[src/rtl/missile_fire_ctrl.sv]
// Purpose  : shoot-key to one-clock fire pulse, with missile lifetime tracking, frame cooldown and ammo.
// Latency  : keyFire rise to firePulse is 3 clocks (2-flop sync plus the registered pulse).
// Backpress: none; key edges seen outside READY are dropped, never queued.
//
// Ports:
//   clk, resetN          clock, asynchronous active-low reset
//   startOfFrame         one-clock pulse per video frame
//   keyFire              raw shoot key level (asynchronous to clk)
//   missileActive        mover drawEn, high while the missile is in flight
//   missileHit           mover collision pulse
//   firePulse            one-clock fire request to the mover
//   ammoCount            rounds remaining
//   ready                READY state with ammo left
//   state                FSM state for debug (READY=0 FIRED=1 INFLIGHT=2 COOLDOWN=3)
// Build option: define AUTO_RELOAD_EN to refill one round every RELOAD_FRAMES frames.
module missile_fire_ctrl #(
    parameter int MAX_AMMO        = 5,
    parameter int COOLDOWN_FRAMES = 8,
    parameter int ACK_TIMEOUT     = 4,
    parameter int RELOAD_FRAMES   = 60
) (
    input  logic       clk,
    input  logic       resetN,
    input  logic       startOfFrame,
    input  logic       keyFire,
    input  logic       missileActive,
    input  logic       missileHit,
    output logic       firePulse,
    output logic [3:0] ammoCount,
    output logic       ready,
    output logic [1:0] state
);

    typedef enum logic [1:0] {
        ST_READY    = 2'd0,
        ST_FIRED    = 2'd1,
        ST_INFLIGHT = 2'd2,
        ST_COOLDOWN = 2'd3
    } state_t;

    localparam logic [3:0] AMMO_MAX   = 4'(MAX_AMMO);
    localparam logic [3:0] ACK_LAST   = 4'(ACK_TIMEOUT - 1);
    localparam logic [7:0] FRAME_LAST = 8'(COOLDOWN_FRAMES - 1);

    state_t     r_state;
    state_t     w_state_nxt;
    logic       r_key_s1;
    logic       r_key_s2;
    logic       r_key_d;
    logic       w_key_edge;
    logic       r_fire;
    logic       w_fire;
    logic       w_refill;
    logic [3:0] r_ack_cnt;
    logic [7:0] r_frame_cnt;
    logic [3:0] r_ammo;

    // Two-flop synchroniser followed by a rising-edge detector; a held key gives one edge.
    always_ff @(posedge clk or negedge resetN) begin
        if (!resetN) begin
            r_key_s1 <= 1'b0;
            r_key_s2 <= 1'b0;
            r_key_d  <= 1'b0;
        end else begin
            r_key_s1 <= keyFire;
            r_key_s2 <= r_key_s1;
            r_key_d  <= r_key_s2;
        end
    end

    assign w_key_edge = r_key_s2 & ~r_key_d;

    always_ff @(posedge clk or negedge resetN) begin
        if (!resetN) begin
            r_state <= ST_READY;
            r_fire  <= 1'b0;
        end else begin
            r_state <= w_state_nxt;
            r_fire  <= w_fire;
        end
    end

    always_comb begin
        w_state_nxt = r_state;
        w_fire      = 1'b0;
        case (r_state)
            ST_READY: begin
                if (w_key_edge && (r_ammo != 4'd0)) begin
                    w_fire      = 1'b1;
                    w_state_nxt = ST_FIRED;
                end
            end
            ST_FIRED: begin
                // A hit before the ack is both the ack and the end of the flight.
                if (missileHit)
                    w_state_nxt = ST_COOLDOWN;
                else if (missileActive)
                    w_state_nxt = ST_INFLIGHT;
                else if (r_ack_cnt == ACK_LAST)
                    w_state_nxt = ST_COOLDOWN;
            end
            ST_INFLIGHT: begin
                if (!missileActive || missileHit)
                    w_state_nxt = ST_COOLDOWN;
            end
            ST_COOLDOWN: begin
                if (startOfFrame && (r_frame_cnt == FRAME_LAST))
                    w_state_nxt = ST_READY;
            end
            default: w_state_nxt = ST_READY;
        endcase
    end

    // Counters are held at zero outside their state, so they start clean on entry;
    // a frame pulse on the COOLDOWN entry clock therefore is not counted.
    always_ff @(posedge clk or negedge resetN) begin
        if (!resetN) begin
            r_ack_cnt   <= 4'd0;
            r_frame_cnt <= 8'd0;
        end else begin
            if (r_state != ST_FIRED)
                r_ack_cnt <= 4'd0;
            else
                r_ack_cnt <= r_ack_cnt + 4'd1;

            if (r_state != ST_COOLDOWN)
                r_frame_cnt <= 8'd0;
            else if (startOfFrame)
                r_frame_cnt <= r_frame_cnt + 8'd1;
        end
    end

`ifdef AUTO_RELOAD_EN
    localparam logic [7:0] RELOAD_LAST = 8'(RELOAD_FRAMES - 1);
    logic [7:0] r_reload_cnt;

    always_ff @(posedge clk or negedge resetN) begin
        if (!resetN)
            r_reload_cnt <= 8'd0;
        else if (r_ammo == AMMO_MAX)
            r_reload_cnt <= 8'd0;
        else if (startOfFrame) begin
            if (r_reload_cnt == RELOAD_LAST)
                r_reload_cnt <= 8'd0;
            else
                r_reload_cnt <= r_reload_cnt + 8'd1;
        end
    end

    assign w_refill = startOfFrame && (r_reload_cnt == RELOAD_LAST) && (r_ammo < AMMO_MAX);
`else
    logic [7:0] w_unused_reload;
    assign w_unused_reload = 8'(RELOAD_FRAMES);
    assign w_refill        = 1'b0;
`endif

    // Fire only happens with ammo > 0 and refill only below the ceiling, so both saturate;
    // a fire and a refill on the same clock cancel out.
    always_ff @(posedge clk or negedge resetN) begin
        if (!resetN)
            r_ammo <= AMMO_MAX;
        else begin
            case ({w_fire, w_refill})
                2'b10:   r_ammo <= r_ammo - 4'd1;
                2'b01:   r_ammo <= r_ammo + 4'd1;
                default: r_ammo <= r_ammo;
            endcase
        end
    end

    assign firePulse = r_fire;
    assign ammoCount = r_ammo;
    assign state     = r_state;
    assign ready     = (r_state == ST_READY) && (r_ammo != 4'd0);

endmodule

[config.mk]
export PLATFORM = sky130hd
export DESIGN_NAME = missile_fire_ctrl
export DESIGN_NICKNAME = d
export VERILOG_FILES = /design/src/rtl/missile_fire_ctrl.sv
export SDC_FILE = /design/constraint.sdc
export NUM_CORES = 1
export LEC_CHECK = 0
export BUFFER_PORTS_ARGS = -buffer_cell sky130_fd_sc_hd__buf_2
export CAP_MARGIN = 10
export CORE_MARGIN = 1
export CORE_UTILIZATION = 55
export CTS_CLUSTER_SIZE = 24
export DETAILED_ROUTE_END_ITERATION = 10
export PLACE_DENSITY = 0.77
export SYNTH_ARGS = -nofsm -noshare
export SYNTH_HDL_FRONTEND = slang
export SYNTH_SLANG_ARGS = --single-unit
[constraint.sdc]
create_clock -name clk -period 2.7 [get_ports clk]
set_input_delay 0.54 -clock clk [delete_from_list [all_inputs] [get_ports clk]]
set_output_delay 0.54 -clock clk [all_outputs]
set_load 0.02 [all_outputs]
Word level (Yosys, flattened, before mapping)
Index checks and enable logic that the tools add are counted.

storage, ports and cells
  bits in registers = 22
  output and inout port bits = 8
  word-level logic and storage cells = 45

operators by class
  $add $sub $neg = 3
  equal/unequal tests = 11
  mux-type cells = 12
  bitwise operators = 2
  reduce and logical (&&, ||, !) cells = 9

operator list
  operator                                                number
  two-way mux 8 bit                                       2
  two-way mux 2 bit                                       6
  adder 8 x 1 -> 8 bit (second input constant)            1
  == test 8 x 3 -> 1 bit (second input constant)          1
  inequality test 2 bit (second input constant)           4
  one-hot mux 2 bit (4 select lines)                      1
  adder 4 x 1 -> 4 bit (second input constant)            1
  == test 2 bit (second input constant)                   2
  == test 4 x 2 -> 1 bit (second input constant)          1
  two-way mux 4 bit                                       1
  inequality test 4 bit (second input constant)           1
  AND reduction 4 bit                                     1
  nonzero test 4 bit                                      1
  subtractor 4 x 1 -> 4 bit (second input constant)       1
  logical AND 1 bit                                       3
  == test 2 x 1 -> 1 bit (second input constant)          1
  zero test 2 bit                                         1
  two-way mux 1 bit                                       2
  inequality test 2 x 1 -> 1 bit (second input constant)  1
  nonzero test 2 bit                                      1
  bitwise AND 1 bit                                       1
  zero test 1 bit                                         1
  logical OR 1 bit                                        1
  NOT 1 bit                                               1

Depth between registers and ports, before layout
Gate-level depths: netlist of run 1.

  word-level depth = 5
  mapped depth = 7

Worst setup path before layout of run 1
OpenSTA, ideal clock, no wires.

  path kind = register to register
  start = reg r_ammo[0], in the netlist ammoCount[0]
  end = reg r_ammo[3], in the netlist ammoCount[3]
  arrival = 2.041 ns
  required time = 2.570 ns
  path slack = 0.529 ns
  cell stages (with the launch flop) = 7
  clock period less this slack = 2.171 ns
  path through = dfstp_2 > inv_1 > ha_1 > nor3b_1 > or3b_2 > or4_1 > xnor2_1

between the ends
  cells in the longest elaborated chain, start to end = 4
  elaborated cells on any way between the ends = 5

RTL lines
  item                      RTL line  RTL
  start: declaration        56        logic [3:0] r_ammo;
  start signal: assignment  164       2'b10: r_ammo <= r_ammo - 4'd1;
  start signal: assignment  165       2'b01: r_ammo <= r_ammo + 4'd1;
  start signal: assignment  166       default: r_ammo <= r_ammo;
  nonzero test 4 bit        88        if (w_key_edge && (r_ammo != 4'd0)) begin
  logical AND 1 bit         88
  two-way mux 1 bit         88
  two-way mux 1 bit         86        case (r_state)

Several ways; a longest one is shown, not always the timed one.
A chain may end at the register's enable or synchronous reset.

Final worst setup path of run 1
Same ends and word-level chain as after synthesis.

==> results.sh, run 1 <==
export IMPL_status="completed"
export IMPL_clock_sinks=22
export IMPL_via_per_inst=5.37
export IMPL_clk_pin_slew_ns=0.12
export IMPL_power_net_switching_uw=278
export IMPL_ys_warn_count=0
export IMPL_ant_nets=0
export IMPL_final_cells=133
export IMPL_pwr_share_comb=0.290
export IMPL_grt_pass1_wl_mm=2.99
export IMPL_start_util=0.606
export IMPL_die_y_um=46.1
export IMPL_drive_above_1_share=0.213
export IMPL_finalNetCount=122
export IMPL_period_minus_slack_ns=2.17
export IMPL_final_max_slew_viol_count=0
export IMPL_cts_root_buf="clkbuf_4"
export IMPL_p_clk_frac=0.220
export IMPL_cts_tree="done"
export IMPL_final_cell_mix="dfrtp_1, buf_2, and2_1, xnor2_1, ha_1"
export IMPL_clk_latency_ns=0.31
export IMPL_fin_area_mm2=0.00120
export IMPL_reg2reg_to="ammoCount[3]$_DFFE_PN0P_"
export IMPL_avgSynthCellArea_um2=11.6
export IMPL_routed_wl_mm=1.73
export IMPL_critPathArrivalTime_ns=2.38
export IMPL_antenna_found_initial=0
export IMPL_endpoint_kind="register"
export IMPL_min_path_type="in -> async"
export IMPL_critPathMaxStageDelay_ns=0.56
export IMPL_cts_setup_buffers=0
export IMPL_crit_type="reg -> reg"
export IMPL_drc=0
export IMPL_ys_seq_elements=22
export IMPL_cts_max_path_buffers=2
export IMPL_cts_inserted_buffers=3
export IMPL_coreArea_mm2=0.00176
export IMPL_dp_hpwl_mm=1.27
export IMPL_seqCellArea_um2=553
export IMPL_power_uw=836
export IMPL_crit_path_max_fanout=4
export IMPL_cts_hold_fix_buffers=0
export IMPL_grt_pass1_vias=717
export IMPL_cts_htree_levels=1
export IMPL_fillerInstances=152
export IMPL_power_leakage_uw=0.000582
export IMPL_gr_usage_met1=0.270
export IMPL_wl_per_cell_um=13.0
export IMPL_clock_skew_ns=0.00224
export IMPL_boundaryPins=14
export IMPL_grt_max_degree=23
export IMPL_reg2reg_slack_ns=0.53
export IMPL_cp_slowest_cell="dfstp_2"
export IMPL_row_count=15
export IMPL_synth_area_leaders="dfrtp_1, ha_1, xnor2_1, and2_1, dfstp_2"
export IMPL_synth_area_mm2=0.00107
export IMPL_gr_max_usage_layer="met2"
export IMPL_cp_start_kind="register"
export IMPL_pwr_share_seq=0.490
export IMPL_p_int_uw=558
export IMPL_overflow=0
export IMPL_final_common_cell="dfrtp_1"
export IMPL_synth_fp_nets=105
export IMPL_drt_first_pass_iters=4
export IMPL_fmax_mhz=461
export IMPL_drt_iter0_markers=8
export IMPL_hold_viol=0
export IMPL_maxCapViolCount=0
export IMPL_placed_area_mm2=0.00116
export IMPL_ys_seq_area_frac=0.518
export IMPL_tightest_slew_ns=0.479
export IMPL_use_met2=0.301
export IMPL_finalWeightedCongestion=0.803
export IMPL_slew_headroom=0.680
export IMPL_synth_top_area_cell="dfrtp_1"
export IMPL_rr_startpoint="ammoCount[0]$_DFFE_PN1P_"
export IMPL_synth_cell_types=26
export IMPL_vias=714
export IMPL_rsz0062_at_grt="false"
export IMPL_grt_usage=0.203
export IMPL_worstPathCellList="inv_1 -> ha_1 -> nor3b_1 -> or3b_2 -> or4_1 -> xnor2_1"
export IMPL_setup_viol=0
export IMPL_post_cts_resized=0
export IMPL_area_growth_pct=12.1
export IMPL_die_w_um=46.1
export IMPL_met3_usage=0.0235
export IMPL_multi_input_area_um2=493
export IMPL_dp_cells=129
export IMPL_worst_ir_drop_vdd_mv=0.512
export IMPL_timing_final_crit_share=0.804
export IMPL_required_ns=2.91
export IMPL_yosysTopAreaCellShare=0.468
export IMPL_die_area_mm2=0.00212
export IMPL_rr_worst_depth=6
export IMPL_tns_ns=0
export IMPL_portBuffers=13
export IMPL_syn_inst=92
export IMPL_swShare=0.333
export IMPL_powerDensity_mw_per_mm2=698
export IMPL_diodes=0
[per-stage QoR]
step / hold WS, ns / util / worst slack [ns]
6_report: 0.165 / 0.679 / 0.529
5_1_grt: 0.205 / 0.679 / 0.446
4_1_cts: 0.180 / 0.679 / 0.529
3_5_place_dp: 0.343 / 0.658 / 0.549
3_3_place_gp: 0.333 / 0.658 / 0.621
2_1_floorplan: 0.244 / - / 0.529
[synth_stat cells]
cell      number
o41ai_2        1
a31oi_1        1
and3_2         1
or4b_1         1
and3_1         1
inv_1          5
clkbuf_1       1
nor2_1         2
mux2_1         1
xor2_1         2
and2_1        10
nand4_1        6
mux2i_1        2
dfstp_2        2
dfrtp_1       20
nor3b_1        1
nand2b_1       2
or4_1          1
o21ai_0        2
nand2_1        4
nor2b_1        4
nand3_1        2
xnor2_1       10
or3b_2         2
ha_1           7
o2bb2a_1       1
[worst max-delay path: cells and delay by family, from the launching register on]
family | cells | cell delay (ns)
and+or+nand+nor | 3 | 1.09
DFF | 1 | 0.56
adders and majority gates | 1 | 0.21
xor gates and xnor gates | 1 | 0.14
buffers and inverters | 1 | 0.07
[cells by family (layout without fill, tap and decap cells)]
| logic type | count (synthesis) | count (layout) | share of synthesized area |
|---|---|---|---|
| AOI/OAI and AO/OA | 5 | 5 | 0.0398 |
| xor gates and xnor gates | 12 | 12 | 0.0984 |
| adders and majority gates | 7 | 7 | 0.0820 |
| buffers and inverters | 6 | 22 | 0.0211 |
| DFF | 22 | 22 | 0.518 |
| muxes | 3 | 3 | 0.0293 |
| and+or+nand+nor | 37 | 37 | 0.212 |
[state kept, by name, summed over array words and instances, names as in the netlist]
| register | flops |
|---|---|
| r_key_s1 | 1 |
| ammoCount | 4 |
| firePulse | 1 |
| r_key_s2 | 1 |
| state | 2 |
| r_key_d | 1 |
| r_frame_cnt | 8 |
| r_ack_cnt | 4 |
[routing by layer]
metal / vias to the layer above / routed length (um)
li1: 340 / -
met1: 345 / 814
met2: 24 / 799
met3: 5 / 73
met4: 0 / 45
met5: - / 0
[final cells by class]
cell class	instances	area share
flip-flops and latches	22	0.462
inverters	5	0.0157
clock buffers	4	0.0303
repair buffers	13	0.0543
well taps	25	0.0261
multi-input cells	64	0.412
[how the worst max path moves through the flow]
stage | startpoint | to | slack [ns] | cells past startpoint
after floorplan | ammoCount[0]$_DFFE_PN1P_ | ammoCount[3]$_DFFE_PN0P_ | 0.53 | 6
after global placement | ammoCount[0]$_DFFE_PN1P_ | ammoCount[3]$_DFFE_PN0P_ | 0.62 | 6
after detailed placement | ammoCount[0]$_DFFE_PN1P_ | ammoCount[3]$_DFFE_PN0P_ | 0.55 | 6
after CTS | ammoCount[0]$_DFFE_PN1P_ | ammoCount[3]$_DFFE_PN0P_ | 0.53 | 6
after global routing | ammoCount[0]$_DFFE_PN1P_ | ready | 0.45 | 5
final | ammoCount[0]$_DFFE_PN1P_ | ammoCount[3]$_DFFE_PN0P_ | 0.53 | 6
[power groups by stage]
stage          logic, uW  registers, uW  clock network (uW)
2_1_floorplan        157            425                   0
3_3_place_gp         232            411                   0
3_5_place_dp         245            415                   0
4_1_cts              246            409                 190
5_1_grt              275            416                 196
6_report             242            410                 184
Power figures use the tool's default switching activity.
==> inputs of run 2 (changes only) <==
--- a/config.mk
+++ b/config.mk
@@ -5,13 +5,14 @@
 export SDC_FILE = /design/constraint.sdc
 export NUM_CORES = 1
 export LEC_CHECK = 0
+export ABC_AREA = 1
 export BUFFER_PORTS_ARGS = -buffer_cell sky130_fd_sc_hd__buf_2
 export CAP_MARGIN = 10
 export CORE_MARGIN = 1
-export CORE_UTILIZATION = 55
+export CORE_UTILIZATION = 50
 export CTS_CLUSTER_SIZE = 24
 export DETAILED_ROUTE_END_ITERATION = 10
-export PLACE_DENSITY = 0.77
+export PLACE_DENSITY = 0.73
 export SYNTH_ARGS = -nofsm -noshare
 export SYNTH_HDL_FRONTEND = slang
 export SYNTH_SLANG_ARGS = --single-unit
==> constraint.sdc (replaced) <==
create_clock -name clk -period 1.8 [get_ports clk]
set_input_delay 0.36 -clock clk [delete_from_list [all_inputs] [get_ports clk]]
set_output_delay 0.36 -clock clk [all_outputs]
set_load 0.02 [all_outputs]
==> results.sh, run 2 <==
export IMPL_synth_top_area_cell="dfrtp_1"
export IMPL_drt_iter0_markers=13
export IMPL_routed_wl_mm=2.05
export IMPL_cts_inserted_buffers=3
export IMPL_wl_per_cell_um=11.3
export IMPL_diodes=0
export IMPL_final_max_slew_viol_count=0
export IMPL_die_area_mm2=0.00250
export IMPL_seqCellArea_um2=553
export IMPL_ys_warn_count=0
export IMPL_synth_area_leaders="dfrtp_1, nand2_1, inv_1, ha_1, dfstp_2"
export IMPL_powerDensity_mw_per_mm2=587
export IMPL_synth_area_mm2=0.00115
export IMPL_slew_headroom=0.676
export IMPL_coreArea_mm2=0.00219
export IMPL_synth_fp_nets=144
export IMPL_dp_hpwl_mm=1.43
export IMPL_multi_input_area_um2=533
export IMPL_row_count=17
export IMPL_rr_startpoint="state[0]$_DFFE_PN0P_"
export IMPL_portBuffers=13
export IMPL_pwr_share_comb=0.027
export IMPL_endpoint_kind="primary output"
export IMPL_maxCapViolCount=0
export IMPL_reg2reg_to="state[1]$_DFFE_PN0P_"
export IMPL_synth_edff_count=0
export IMPL_cts_root_buf="clkbuf_4"
export IMPL_status="finished, violations left"
export IMPL_final_common_cell="nand2_1"
export IMPL_cp_start_kind="register"
export IMPL_avgSynthCellArea_um2=8.79
export IMPL_fmax_mhz=575
export IMPL_finalNetCount=167
export IMPL_yosysMostFrequentCell="nand2_1"
export IMPL_swShare=0.216
export IMPL_crit_type="reg -> out"
export IMPL_grt_usage=0.178
export IMPL_yosys_top_cells_count="nand2_1, inv_1, dfrtp_1"
export IMPL_synthArstFlopShare=1.00
export IMPL_reg2reg_slack_ns=0.12
export IMPL_cts_max_path_buffers=2
export IMPL_largest_register="r_frame_cnt"
export IMPL_overflow=0
export IMPL_drt_first_pass_iters=5
export IMPL_hold_viol=12
export IMPL_vias=860
export IMPL_grt_pass1_vias=817
export IMPL_drc=0
export IMPL_clk_latency_ns=0.31
export IMPL_crit_path_max_fanout=3
export IMPL_power_uw=801
export IMPL_min_path_type="in -> async"
export IMPL_pwr_share_seq=0.623
export IMPL_power_leakage_uw=0.000738
export IMPL_placed_area_mm2=0.00124
export IMPL_worst_ir_drop_vdd_mv=0.512
export IMPL_area_growth_pct=18.5
export IMPL_cts_htree_levels=1
export IMPL_antenna_found_initial=0
export IMPL_grt_max_degree=23
export IMPL_period_minus_slack_ns=1.74
export IMPL_ys_seq_area_frac=0.480
export IMPL_start_util=0.525
export IMPL_die_w_um=50.0
export IMPL_final_cell_mix="nand2_1, inv_1, dfrtp_1"
export IMPL_required_ns=1.44
export IMPL_grt_pass1_wl_mm=3.27
export IMPL_setup_viol=0
export IMPL_p_clk_frac=0.350
export IMPL_critPathArrivalTime_ns=1.38
export IMPL_fillerInstances=192
export IMPL_ys_flop_type="dfrtp_1"
export IMPL_via_per_inst=4.75
export IMPL_finalWeightedCongestion=0.812
export IMPL_largest_reg_flops=8
export IMPL_tightest_slew_ns=0.486
export IMPL_rsz0062_at_grt="false"
export IMPL_p_int_uw=628
export IMPL_finalHoldWorstSlack_ns=-0.0140
export IMPL_die_y_um=50.0
export IMPL_clock_skew_ns=0.0112
export IMPL_cts_tree="done"
export IMPL_fin_area_mm2=0.00136
export IMPL_clock_sinks=22
export IMPL_violations="negative hold slack"
export IMPL_ant_nets=0
export IMPL_rr_worst_depth=9
export IMPL_power_net_switching_uw=173
export IMPL_clk_pin_slew_ns=0.14
export IMPL_ys_seq_elements=22
export IMPL_drive_above_1_share=0.248
export IMPL_timing_final_crit_share=0.966
export IMPL_synth_cell_types=23
export IMPL_syn_inst=131
export IMPL_boundaryPins=14
export IMPL_tns_ns=0
export IMPL_yosysTopAreaCellShare=0.435
[run 2: cell count changes after synthesis, moves of 3 or more]
cell,change
a21oi_1,+8
and2_1,-10
inv_1,+19
nand2_1,+23
nand3_1,+7
nand4_1,-3
nor2_1,+7
nor2b_1,-4
xnor2_1,-9
[run 2: cell type report]
class | instances | share of cell area
inverter | 25 | 0.0688
multi-input combinational | 83 | 0.391
sequential | 22 | 0.406
timing repair buffer | 19 | 0.0826
clock buffer | 4 | 0.0266
tap | 28 | 0.0257
[run 2: logic make-up (layout without fill, tap and decap cells)]
| logic type | Yosys count | count (layout) | synth area share |
|---|---|---|---|
| AND/OR/NAND/NOR | 56 | 56 | 0.245 |
| buffers and inverters | 26 | 48 | 0.0913 |
| flip-flops | 22 | 22 | 0.480 |
| AO/OA/AOI/OAI | 16 | 16 | 0.0772 |
| adder cells (fa/ha/maj) | 7 | 7 | 0.0761 |
| XOR/XNOR | 4 | 4 | 0.0304 |
[run 2: how the worst max path moves through the flow]
| stage | from | end | slack, ns |
|---|---|---|---|
| detailed placement | state[0]$_DFFE_PN0P_ | ready | 0.29 |
| CTS | state[0]$_DFFE_PN0P_ | ready | 0.02 |
| finish | ammoCount[0]$_DFFE_PN1P_ | ready | 0.06 |
| floorplan | ammoCount[0]$_DFFE_PN1P_ | ready | 0.17 |
| global route | state[0]$_DFFE_PN0P_ | state[0]$_DFFE_PN0P_ | 0.005 |
| global placement | ammoCount[0]$_DFFE_PN1P_ | ready | 0.32 |
[run 2: critical path, cell delays in order, from the launching register on]
cell and delay, ns:
dfstp_2 0.56, inv_2 0.05, ha_4 0.16, a31oi_4 0.14
buf_4 0.16
[run 2: what timing repair did]
item                       CTS  global route
hold buffers                 0             0
hold endpoints to repair     0             0
buffers inserted             3             3
pin swaps                    0             3
gates cloned                 0             0
setup endpoints to repair    1             1
resized for setup            1             7
[run 2: power groups by stage]
stage               Sequential [uW]  Clock [uW]  Combinational (uW)
floorplan                       508           0                5.78
global placement                508           0                22.6
detailed placement              508           0                23.0
CTS                             499         278                23.1
global route                    499         298                25.3
finish                          499         280                21.9
[run 2: through the flow]
step           worst slack [ns]  std cells  hold WS, ns  utilization
6_report                 0.0606        181      -0.0140        0.623
5_1_grt                 0.00497        181       0.0299        0.623
4_1_cts                  0.0192        178       0.0174        0.594
3_5_place_dp              0.289        171        0.343        0.566
3_3_place_gp              0.319        171        0.338        0.566
2_1_floorplan             0.166        131       0.0644            -
[run 2: layer usage]
layer  track usage  vias to the layer above  part of all wire
li1              -                      453                 -
met3        0.0370                        2             0.017
met1         0.210                      398              0.47
met4        0.0762                        0            0.0083
met5             0                        -                 0
met2         0.307                        7              0.50
==> inputs of run 3 (changes only) <==
--- a/config.mk
+++ b/config.mk
@@ -5,7 +5,6 @@
 export SDC_FILE = /design/constraint.sdc
 export NUM_CORES = 1
 export LEC_CHECK = 0
-export ABC_AREA = 1
 export BUFFER_PORTS_ARGS = -buffer_cell sky130_fd_sc_hd__buf_2
 export CAP_MARGIN = 10
 export CORE_MARGIN = 1
==> results.sh, run 3 (synthesized netlist as in run 1, its figures left out) <==
export IMPL_die_w_um=48.2
export IMPL_clock_sinks=22
export IMPL_setup_viol=3
export IMPL_start_util=0.539
export IMPL_cts_max_path_buffers=2
export IMPL_via_per_inst=5.02
export IMPL_boundaryPins=14
export IMPL_powerDensity_mw_per_mm2=955
export IMPL_drt_first_pass_iters=7
export IMPL_die_area_mm2=0.00233
export IMPL_grt_usage=0.168
export IMPL_period_minus_slack_ns=1.95
export IMPL_min_path_type="in -> async"
export IMPL_largest_register="r_frame_cnt"
export IMPL_crit_path_max_fanout=2
export IMPL_violations="negative setup slack"
export IMPL_routed_wl_mm=1.82
export IMPL_fin_util=0.689
export IMPL_reg2reg_slack_ns=-0.15
export IMPL_grt_max_degree=23
export IMPL_critPathArrivalTime_ns=2.14
export IMPL_overflow=0
export IMPL_finalHoldWorstSlack_ns=0.0000208
export IMPL_antenna_found_initial=0
export IMPL_row_count=16
export IMPL_finalNetCount=135
export IMPL_final_cell_mix="dfrtp_1, buf_4, buf_2"
export IMPL_cp_slowest_cell="dfstp_2"
export IMPL_clk_latency_ns=0.30
export IMPL_rr_startpoint="ammoCount[0]$_DFFE_PN1P_"
export IMPL_crit_type="reg -> reg"
export IMPL_required_ns=1.99
export IMPL_cp_start_kind="register"
export IMPL_crit_start="ammoCount[0]$_DFFE_PN1P_"
export IMPL_die_y_um=48.2
export IMPL_rsz0062_at_grt="true"
export IMPL_status="finished, violations left"
export IMPL_cts_hold_fix_buffers=0
export IMPL_dp_hpwl_mm=1.31
export IMPL_final_common_cell="dfrtp_1"
export IMPL_cts_htree_levels=1
export IMPL_wl_per_cell_um=12.3
export IMPL_grt_pass1_vias=641
export IMPL_final_max_slew_viol_count=0
export IMPL_cts_inserted_buffers=3
export IMPL_clk_pin_slew_ns=0.12
export IMPL_cts_tree="done"
export IMPL_coreArea_mm2=0.00198
export IMPL_diodes=0
export IMPL_finalWeightedCongestion=0.778
export IMPL_maxCapViolCount=0
export IMPL_rr_worst_depth=6
export IMPL_vias=743
export IMPL_power_leakage_uw=0.000673
export IMPL_drc=0
export IMPL_area_growth_pct=27.9
export IMPL_worstPathCellList="inv_2 -> ha_4 -> nor3b_4 -> or3b_4 -> or4_4 -> xnor2_2"
export IMPL_portBuffers=13
export IMPL_timing_final_crit_share=1.08
export IMPL_reg2reg_to="ammoCount[3]$_DFFE_PN0P_"
export IMPL_critPathCapture="ammoCount[3]$_DFFE_PN0P_"
export IMPL_largest_reg_flops=8
export IMPL_grt_pass1_wl_mm=2.70
export IMPL_clock_skew_ns=0.00267
export IMPL_fmax_mhz=513
export IMPL_drt_iter0_markers=9
export IMPL_critPathMaxStageDelay_ns=0.56
export IMPL_cts_root_buf="clkbuf_4"
export IMPL_cts_setup_buffers=0
export IMPL_endpoint_kind="register"
export IMPL_tightest_slew_ns=0.480
export IMPL_drive_above_1_share=0.364
export IMPL_worst_ir_drop_vdd_mv=0.578
export IMPL_hold_viol=0
export IMPL_fin_ws_ns=-0.148
export IMPL_ant_nets=0
export IMPL_slew_headroom=0.680
export IMPL_fillerInstances=161
==> run 3: what timing repair did <==
action | CTS | global route
gates resized for setup | 4 | 6
pin swaps | 2 | 0
hold endpoints to repair | 0 | 0
endpoints found under the setup margin | 3 | 5
==> run 3: layer usage <==
layer	GRT usage	wire, um	vias to the layer above
met1	0.253	884	356
met4	0.0500	0	0
met3	0.0333	57	0
li1	-	-	372
met2	0.243	879	15
met5	0	0	-
==> run 3: cell type report <==
class,count,area [um2],area share
Sequential cell,22,553,0.405
Timing Repair Buffer,26,169,0.124
Inverter,5,21.3,0.0156
Tap cell,27,33.8,0.0247
Clock buffer,4,36.3,0.0266
Multi-Input combinational cell,64,553,0.405
==> run 3: worst min-delay path by stage <==
stage                        from                         end  slack, ns  cells past startpoint
2_1_floorplan              resetN    ammoCount[1]$_DFFE_PN0P_       0.06                      0
3_3_place_gp   r_key_s1$_DFF_PN0_          r_key_s2$_DFF_PN0_       0.33                      0
3_5_place_dp   r_key_s1$_DFF_PN0_          r_key_s2$_DFF_PN0_       0.34                      0
4_1_cts                    resetN  r_frame_cnt[5]$_DFFE_PN0P_      0.007                      1
5_1_grt                    resetN  r_frame_cnt[5]$_DFFE_PN0P_       0.02                      1
6_report                   resetN  r_frame_cnt[5]$_DFFE_PN0P_    0.00002                      1
==> run 3: stage by stage <==
stage | setup WS, ns | area [um2] | setup TNS [ns] | cells | power (uW)
2_1_floorplan | -0.272 | 1090 | -0.272 | 92 | 874
5_1_grt | -0.181 | 1370 | -0.466 | 148 | 1410
6_report | -0.148 | 1370 | -0.279 | 148 | 1300
4_1_cts | -0.175 | 1340 | -0.372 | 148 | 1310
3_5_place_dp | -0.198 | 1290 | -0.210 | 144 | 1040
3_3_place_gp | -0.144 | 1290 | -0.144 | 144 | 1020
==> run 3: critical path, delay by kind of cell (launching register included) <==
family                   cells  cell delay [ns]
XOR/XNOR                     1             0.14
adder cells (fa/ha/maj)      1             0.14
buffers and inverters        1             0.05
flip-flops                   1             0.56
AND/OR/NAND/NOR              3             0.94
==> run 3: power by group <==
part           leakage [uW]  internal [uW]  switching [uW]
logic              0.000365            220             245
registers          0.000287            549            28.1
clock network     0.0000210            123             139
